<file path="src/rtl/blossom_scheduler_if.sv">
// Click handshake bundle between the mouse front end and the blossom scheduler.
// The master raises click_req with a stable coordinate; the scheduler answers
// with click_ack plus the hit result, four-phase.
interface blossom_scheduler_if;
  logic       click_req;
  logic [9:0] click_x;
  logic [9:0] click_y;
  logic       click_ack;
  logic       click_hit;
  logic [2:0] click_idx;

  modport master (
    output click_req, click_x, click_y,
    input  click_ack, click_hit, click_idx
  );

  modport slave (
    input  click_req, click_x, click_y,
    output click_ack, click_hit, click_idx
  );
endinterface

</file>
<file path="src/rtl/blossom_scheduler.sv">
// Falling-blossom state controller for the VGA tree demo. Holds per-blossom
// y/visibility/respawn state and walks one blossom per cycle through a shared
// compare/add unit, either for the per-frame motion pass or for a click test.
module blossom_scheduler #(
  parameter int NUM_BLOSSOMS   = 8,
  parameter int X_BASE         = 305,
  parameter int X_STEP         = 5,
  parameter int START_Y        = 240,
  parameter int FLOOR_Y        = 480,
  parameter int SIZE           = 5,
  parameter int SPAWN_GAP      = 16,
  parameter int RESPAWN_FRAMES = 60
) (
  input  logic                        clk,
  input  logic                        rst_n,
  input  logic                        frame_tick,
  blossom_scheduler_if.slave          click,
  output logic [10*NUM_BLOSSOMS-1:0]  blossom_x,
  output logic [10*NUM_BLOSSOMS-1:0]  blossom_y,
  output logic [NUM_BLOSSOMS-1:0]     blossom_vis,
  output logic [7:0]                  score,
  output logic                        busy,
  output logic                        overrun
);

  typedef enum logic [1:0] {IDLE, UPDATE, CLICK, ACK} state_t;

  localparam logic [2:0] LAST_IDX = 3'(NUM_BLOSSOMS - 1);

  state_t      state_reg, state_next;
  logic [2:0]  idx_reg, idx_next;
  logic        hit_found_reg, hit_found_next;
  logic [2:0]  hit_idx_reg, hit_idx_next;
  logic        click_ack_reg, click_ack_next;
  logic        click_hit_reg, click_hit_next;
  logic [2:0]  click_idx_reg, click_idx_next;
  logic [7:0]  score_reg, score_next;
  logic        tick_pend_reg, tick_pend_next;
  logic        overrun_reg, overrun_next;
  logic        enter_update;

  // Write port into the blossom currently addressed by idx_reg
  logic        wr_en;
  logic [9:0]  wr_y;
  logic        wr_vis;
  logic [6:0]  wr_cnt;

  logic [7*NUM_BLOSSOMS-1:0] cnt_flat;

  // Shared compare/add unit operands for the addressed blossom
  logic [9:0]  cur_y;
  logic        cur_vis;
  logic [6:0]  cur_cnt;
  logic [10:0] cur_x, cur_y11, pt_x, pt_y;
  logic        hit_now;

  assign cur_y   = blossom_y[10*idx_reg +: 10];
  assign cur_vis = blossom_vis[idx_reg];
  assign cur_cnt = cnt_flat[7*idx_reg +: 7];
  assign cur_x   = 11'(X_BASE) + 11'(X_STEP) * {8'd0, idx_reg};
  assign cur_y11 = {1'b0, cur_y};
  assign pt_x    = {1'b0, click.click_x};
  assign pt_y    = {1'b0, click.click_y};
  assign hit_now = cur_vis &&
                   (pt_x >= cur_x)   && (pt_x < cur_x + 11'(SIZE)) &&
                   (pt_y >= cur_y11) && (pt_y < cur_y11 + 11'(SIZE));

  genvar gi;
  generate
    for (gi = 0; gi < NUM_BLOSSOMS; gi++) begin : g_blossom
      logic [9:0] y_reg;
      logic       vis_reg;
      logic [6:0] cnt_reg;
      logic       sel;

      assign sel = wr_en && (idx_reg == 3'(gi));

      // Per-blossom state; only the addressed blossom is written each cycle
      always_ff @(posedge clk or negedge rst_n) begin
        if (!rst_n) begin
          y_reg   <= 10'(START_Y);
          vis_reg <= 1'b0;
          cnt_reg <= 7'(gi * SPAWN_GAP);
        end else if (sel) begin
          y_reg   <= wr_y;
          vis_reg <= wr_vis;
          cnt_reg <= wr_cnt;
        end
      end

      assign blossom_x[10*gi +: 10] = 10'(X_BASE + gi * X_STEP);
      assign blossom_y[10*gi +: 10] = y_reg;
      assign blossom_vis[gi]        = vis_reg;
      assign cnt_flat[7*gi +: 7]    = cnt_reg;
    end
  endgenerate

  // Control state register
  always_ff @(posedge clk or negedge rst_n) begin
    if (!rst_n) begin
      state_reg     <= IDLE;
      idx_reg       <= 3'd0;
      hit_found_reg <= 1'b0;
      hit_idx_reg   <= 3'd0;
      click_ack_reg <= 1'b0;
      click_hit_reg <= 1'b0;
      click_idx_reg <= 3'd0;
      score_reg     <= 8'd0;
      tick_pend_reg <= 1'b0;
      overrun_reg   <= 1'b0;
    end else begin
      state_reg     <= state_next;
      idx_reg       <= idx_next;
      hit_found_reg <= hit_found_next;
      hit_idx_reg   <= hit_idx_next;
      click_ack_reg <= click_ack_next;
      click_hit_reg <= click_hit_next;
      click_idx_reg <= click_idx_next;
      score_reg     <= score_next;
      tick_pend_reg <= tick_pend_next;
      overrun_reg   <= overrun_next;
    end
  end

  // Next-state, blossom write port and handshake outputs
  always_comb begin
    state_next     = state_reg;
    idx_next       = idx_reg;
    hit_found_next = hit_found_reg;
    hit_idx_next   = hit_idx_reg;
    click_ack_next = click_ack_reg;
    click_hit_next = click_hit_reg;
    click_idx_next = click_idx_reg;
    score_next     = score_reg;
    enter_update   = 1'b0;
    wr_en          = 1'b0;
    wr_y           = cur_y;
    wr_vis         = cur_vis;
    wr_cnt         = cur_cnt;

    case (state_reg)
      IDLE: begin
        // A tick arriving this very cycle counts as pending so motion wins a tie
        if (tick_pend_reg || frame_tick) begin
          state_next   = UPDATE;
          idx_next     = 3'd0;
          enter_update = 1'b1;
        end else if (click.click_req && !click_ack_reg) begin
          state_next     = CLICK;
          idx_next       = 3'd0;
          hit_found_next = 1'b0;
          hit_idx_next   = 3'd0;
        end
      end

      UPDATE: begin
        wr_en = 1'b1;
        if (cur_vis) begin
          if (cur_y >= 10'(FLOOR_Y - 1)) wr_y = 10'(START_Y);
          else                           wr_y = cur_y + 10'd1;
        end else if (cur_cnt == 7'd0) begin
          wr_vis = 1'b1;
          wr_y   = 10'(START_Y);
        end else begin
          wr_cnt = cur_cnt - 7'd1;
        end
        if (idx_reg == LAST_IDX) state_next = IDLE;
        else                     idx_next   = idx_reg + 3'd1;
      end

      CLICK: begin
        // Only the lowest-index hit of a pass removes a blossom
        if (hit_now && !hit_found_reg) begin
          wr_en          = 1'b1;
          wr_vis         = 1'b0;
          wr_cnt         = 7'(RESPAWN_FRAMES);
          hit_found_next = 1'b1;
          hit_idx_next   = idx_reg;
          if (score_reg != 8'hFF) score_next = score_reg + 8'd1;
        end
        if (idx_reg == LAST_IDX) begin
          state_next     = ACK;
          click_ack_next = 1'b1;
          click_hit_next = hit_found_next;
          click_idx_next = hit_idx_next;
        end else begin
          idx_next = idx_reg + 3'd1;
        end
      end

      ACK: begin
        if (!click.click_req) begin
          state_next     = IDLE;
          click_ack_next = 1'b0;
          click_hit_next = 1'b0;
          click_idx_next = 3'd0;
        end
      end

      default: state_next = IDLE;
    endcase

    // Entering UPDATE consumes the pending tick; a tick on top of a pending one is lost
    if (enter_update)    tick_pend_next = 1'b0;
    else if (frame_tick) tick_pend_next = 1'b1;
    else                 tick_pend_next = tick_pend_reg;
    overrun_next = overrun_reg | (frame_tick & tick_pend_reg);
  end

  assign click.click_ack = click_ack_reg;
  assign click.click_hit = click_hit_reg;
  assign click.click_idx = click_idx_reg;
  assign score           = score_reg;
  assign overrun         = overrun_reg;
  assign busy            = (state_reg != IDLE);

endmodule

</file>
<file path="src/flat_wrapper.sv">
// flat-port wrapper written by rule: the top's interface ports become plain ports
module blossom_scheduler_flat 
#(
  parameter int NUM_BLOSSOMS   = 8,
  parameter int X_BASE         = 305,
  parameter int X_STEP         = 5,
  parameter int START_Y        = 240,
  parameter int FLOOR_Y        = 480,
  parameter int SIZE           = 5,
  parameter int SPAWN_GAP      = 16,
  parameter int RESPAWN_FRAMES = 60
)
  (clk, rst_n, frame_tick, blossom_x, blossom_y, blossom_vis, score, busy, overrun, click_click_req, click_click_x, click_click_y, click_click_ack, click_click_hit, click_click_idx);
  blossom_scheduler_if click_i ();
  input  logic clk;
  input  logic rst_n;
  input  logic frame_tick;
  output logic [10*NUM_BLOSSOMS-1:0] blossom_x;
  output logic [10*NUM_BLOSSOMS-1:0] blossom_y;
  output logic [NUM_BLOSSOMS-1:0] blossom_vis;
  output logic [7:0] score;
  output logic busy;
  output logic overrun;
  input wire logic [$bits(click_i.click_req)-1:0] click_click_req;
  input wire logic [$bits(click_i.click_x)-1:0] click_click_x;
  input wire logic [$bits(click_i.click_y)-1:0] click_click_y;
  output wire logic [$bits(click_i.click_ack)-1:0] click_click_ack;
  output wire logic [$bits(click_i.click_hit)-1:0] click_click_hit;
  output wire logic [$bits(click_i.click_idx)-1:0] click_click_idx;
  assign click_i.click_req = click_click_req;
  assign click_i.click_x = click_click_x;
  assign click_i.click_y = click_click_y;
  assign click_click_ack = click_i.click_ack;
  assign click_click_hit = click_i.click_hit;
  assign click_click_idx = click_i.click_idx;
  blossom_scheduler #(.NUM_BLOSSOMS(NUM_BLOSSOMS), .X_BASE(X_BASE), .X_STEP(X_STEP), .START_Y(START_Y), .FLOOR_Y(FLOOR_Y), .SIZE(SIZE), .SPAWN_GAP(SPAWN_GAP), .RESPAWN_FRAMES(RESPAWN_FRAMES)) u_core (.clk(clk), .rst_n(rst_n), .frame_tick(frame_tick), .click(click_i), .blossom_x(blossom_x), .blossom_y(blossom_y), .blossom_vis(blossom_vis), .score(score), .busy(busy), .overrun(overrun));
endmodule
</file>
<file path="config.mk">
export PLATFORM = sky130hd
export DESIGN_NAME = blossom_scheduler_flat
export DESIGN_NICKNAME = d
export VERILOG_FILES = /design/src/rtl/blossom_scheduler_if.sv /design/src/rtl/blossom_scheduler.sv /design/src/flat_wrapper.sv
export SDC_FILE = /design/constraint.sdc
export NUM_CORES = 1
export LEC_CHECK = 0
export ABC_AREA = 1
export CAP_MARGIN = 20
export CORE_UTILIZATION = 54
export DETAILED_ROUTE_END_ITERATION = 10
export GPL_TIMING_DRIVEN = 1
export PLACE_DENSITY = 0.9
export SLEW_MARGIN = 20
export SYNTH_ARGS = -nofsm -noshare
export SYNTH_HDL_FRONTEND = slang
export SYNTH_SLANG_ARGS = --single-unit
</file>
<file path="constraint.sdc">
create_clock -name clk -period 4.7 [get_ports clk]
set_input_delay 0.94 -clock clk [delete_from_list [all_inputs] [get_ports clk]]
set_output_delay 0.94 -clock clk [all_outputs]
set_load 0.005 [all_outputs]
</file>
==> results.json <==
{
  "max_cap_viol_count": 0,
  "cts_tree": "built",
  "timing.critical_path.cells": "inv_6 > buf_4 > nand2_1 > nand2_1 > nand2_1 > nand2_1 > nand2_1 > nand2_1 > inv_1 > nor3_1 > nand2_1 > xor2_1 > ha_1 > nand3_1 > nand2_1 > nand2_1 > nand2_1 > nand2_4 > nand4_4 > nand2_8 > nand3_4 > clkinvlp_4 > nand2_1 > nand2_1",
  "power.net_switching_w": 0.00384,
  "critical_path.reg2reg.startpoint": "u_core.idx_reg[0]",
  "max-vdd-ir-drop_v": 0.000316,
  "syn_area_sq_mm": 0.0114,
  "worst_setup_path_start_kind": "register",
  "max-slew-margin-rel": 0.361,
  "globalRoute.totalOverflow": 0,
  "power_per_cell_area_mw_per_mm2": 628,
  "start_util": 0.557,
  "wl_mm": 30.8,
  "kind_of_end_point_of_the_critical_path": "register",
  "clock_insertion_delay_worst_skew_ns": 0.44,
  "cts_made_buffers": 17,
  "pre_cts_ws_ns": 0.308,
  "drtAntennaViolNets": 0,
  "run_status": "complete, no violations",
  "fin_total_pwr_w": 0.00804,
  "diodes": 0,
  "width_of_the_die_microns": 147,
  "timing.final.crit_share": 0.945,
  "post_synth_fa_ha_maj_area_fraction": 0.0633,
  "critical_path_arrival_ns": 4.81,
  "synth_simple_gate_area_frac": 0.301,
  "synth_xor_area_frac": 0.0162,
  "post_synth_main_area_contributors": "dfrtp_1 (27%), nand2_1 (19%), dfstp_2 (10%), buf_4 (6.2%), ha_1 (6.2%)",
  "worst_hold_startpoint": "u_core.overrun",
  "tightestPinTransition_ns": 0.958,
  "post_route_cells_drive_above_1_share": 0.0962,
  "finish.net_count": 1700,
  "routabilityCongestion": 0.890,
  "power.internal_w": 0.00420,
  "yosysMostFrequentCell": "nand2_1",
  "timing.fmax_ghz": 0.225,
  "gr-usage-met1": 0.349,
  "postSynthAreaPerCell_sq_um": 7.44,
  "core.rowCount": 52,
  "p_leak_nw": 6.26,
  "max_fanout_on_critical_path": 54,
  "yosys_most_used_dff": "dfrtp_1",
  "grt_max_degree": 92,
  "detail_route.first_pass.iterations": 9,
  "die_area_sq_mm": 0.0217,
  "critical_path_class": "reg2reg",
  "worstHoldPathType": "reg2reg",
  "postSynthRegisterBits": 168,
  "finalSetupTns_ns": 0,
  "async_reset_ff_frac": 1.00,
  "root_buffer": "clkbuf_16",
  "cp_slowest_cell": "dfrtp_2",
  "ctsLongestPathBuffers": 2,
  "synth_largest_area_cell": "dfrtp_1",
  "yosysWarnings": 0,
  "ys_types": 45,
  "min_delay_path_depth": 1,
  "num_vias": 10400,
  "grtUsageMet3": 0.0599,
  "synthesis.instances": 1529,
  "final_hold_slack_ns": 0.475,
  "reg2reg_slack_ns": 0.26,
  "clk_pin_slew_worst_paths_ns": 0.07,
  "synth_top_area_frac": 0.273,
  "htree_num_levels": 4,
  "timing.critical_path.slowest_cell_delay_ns": 0.47,
  "grt_util_met2": 0.472,
  "finalSetupViolCount": 0,
  "grt_antenna_before_repair": 0,
  "grt.total_usage": 0.286,
  "setup_repair_after_global_routing_missed_its_margin": "true",
  "power_switching_share": 0.477,
  "timing.reg2reg.worst_path_depth": 24,
  "worstSetupStartpoint": "u_core.idx_reg[0]",
  "hold_violations": 0,
  "layout_min_cycle_time_ns": 4.44,
  "final_critical_path_setup_slack_ns": 0.260,
  "crit_required_ns": 5.07,
  "wire_length_per_cell_microns": 16.2,
  "worstHoldEndpoint": "u_core.overrun",
  "ys_top_cells_by_count": "nand2_1 (565), inv_1 (142), dfrtp_1 (124)",
  "hpwlAfterDp_mm": 20.6,
  "synthToLayoutAreaGrowth_pct": 12.5,
  "clock_skew_ns": 0.0146,
  "core_area_sq_mm": 0.0204,
  "power.share.combinational": 0.549,
  "synth-compound-area-share": 0.0886,
  "grt_first_pass_wirelength_mm": 49.0,
  "synth-seq-area-share": 0.374,
  "cell_repeated_most_along_the_worst_path": "nand2_1",
  "drt_iter0_markers": 1079,
  "drc": 0,
  "post_synth_edffs": 0,
  "port-buffer-count": 126,
  "design.portCount": 207,
  "final-max-slew-violation-count": 0,
  "clock-sinks": 168,
  "largest_register_ffs": 80,
  "relative_contribution_of_sequential_cells_to_total_power": 0.270,
  "synth_top_family_by_area": "simple AND/OR/NAND/NOR gates",
  "clockPowerShare": 0.181,
  "muxShareOfSynthArea": 0,
  "reg2reg_to": "u_core.g_blossom[1].cnt_reg[5]",
  "die_y_microns": 147,
  "first_global_vias": 10000,
  "grt_most_used_layer": "met2",
  "detail_route.vias_per_cell": 5.45
}
## layout by cell type, fill, tap and decap left out, types with 17 or more instances in the layout
cell type	netlist	layout
nand2_1	565	565
inv_1	142	138
clkdlybuf4s50_1	0	125
dfrtp_1	124	123
o21ai_1	105	105
nor2_1	89	89
conb_1	2	80
nand3_1	74	74
ha_1	56	56
dfstp_2	44	44
o21ai_0	43	43
a21oi_1	18	18
xor2_1	17	17
clkbuf_16	0	17
## kinds of logic (layout without fill, tap and decap cells)
family / after synthesis / after routing
simple gates: 796 / 796
buf+inv: 297 / 322
compound gates: 188 / 188
flops: 168 / 168
fa+ha+maj: 57 / 57
xor+xnor: 21 / 21
other cells: 2 / 80
## worst max-delay path, delay by kind of cell, from the launching register on
kind | cells | cell delay [ns]
fa+ha+maj | 1 | 0.28
xor+xnor | 1 | 0.16
buf+inv | 4 | 1.22
flops | 1 | 0.47
simple gates | 18 | 2.20
## worst max path at each step
| stage | to | slack [ns] | depth (start not counted) |
|---|---|---|---|
| global placement | u_core.g_blossom[1].cnt_reg[1] | 0.48 | 24 |
| finish | u_core.g_blossom[1].cnt_reg[5] | 0.26 | 24 |
| detailed placement | u_core.g_blossom[1].y_reg[4] | 0.31 | 24 |
| floorplan | u_core.g_blossom[0].cnt_reg[6] | 0.92 | 24 |
| CTS | u_core.g_blossom[1].y_reg[4] | 0.29 | 24 |
| global route | u_core.g_blossom[0].cnt_reg[4] | -0.007 | 24 |
## per-stage QoR
stage | std cells | util | area [sq um]
2_1_floorplan | 1607 | - | 11700
3_3_place_gp | 1870 | 0.597 | 12200
3_5_place_dp | 1870 | 0.597 | 12200
4_1_cts | 1902 | 0.626 | 12800
5_1_grt | 1902 | 0.626 | 12800
6_report | 1902 | 0.626 | 12800
## area by class of cell
type                    count  area (sq um)
clock buffers              18           429
fillers                  1646          7630
inverters                 152           584
well taps                 270           338
flip-flops and latches    168          4260
clock inverters            14           173
multi-input cells        1142          5640
repair buffers            138          1380
## routing by layer
metal  vias up  routed length [microns]
met4         0                     1300
li1       4801                        -
met5         -                        0
met1      4816                    11500
met3       117                     2990
met2       641                    15000
## repair_timing
action | CTS | global route
resized for setup | 0 | 4
setup buffers | 0 | 0
hold buffers | 0 | 0
setup endpoints to repair | 0 | 14
## power groups by stage
stage	combinational, W	clock (W)	sequential, W
5_1_grt	0.00486	0.00151	0.00220
6_report	0.00441	0.00146	0.00217
3_5_place_dp	0.00426	0	0.00218
2_1_floorplan	0.00309	0	0.00211
3_3_place_gp	0.00413	0	0.00217
4_1_cts	0.00432	0.00145	0.00216
Note: power is estimated with default switching activity, not from simulation.
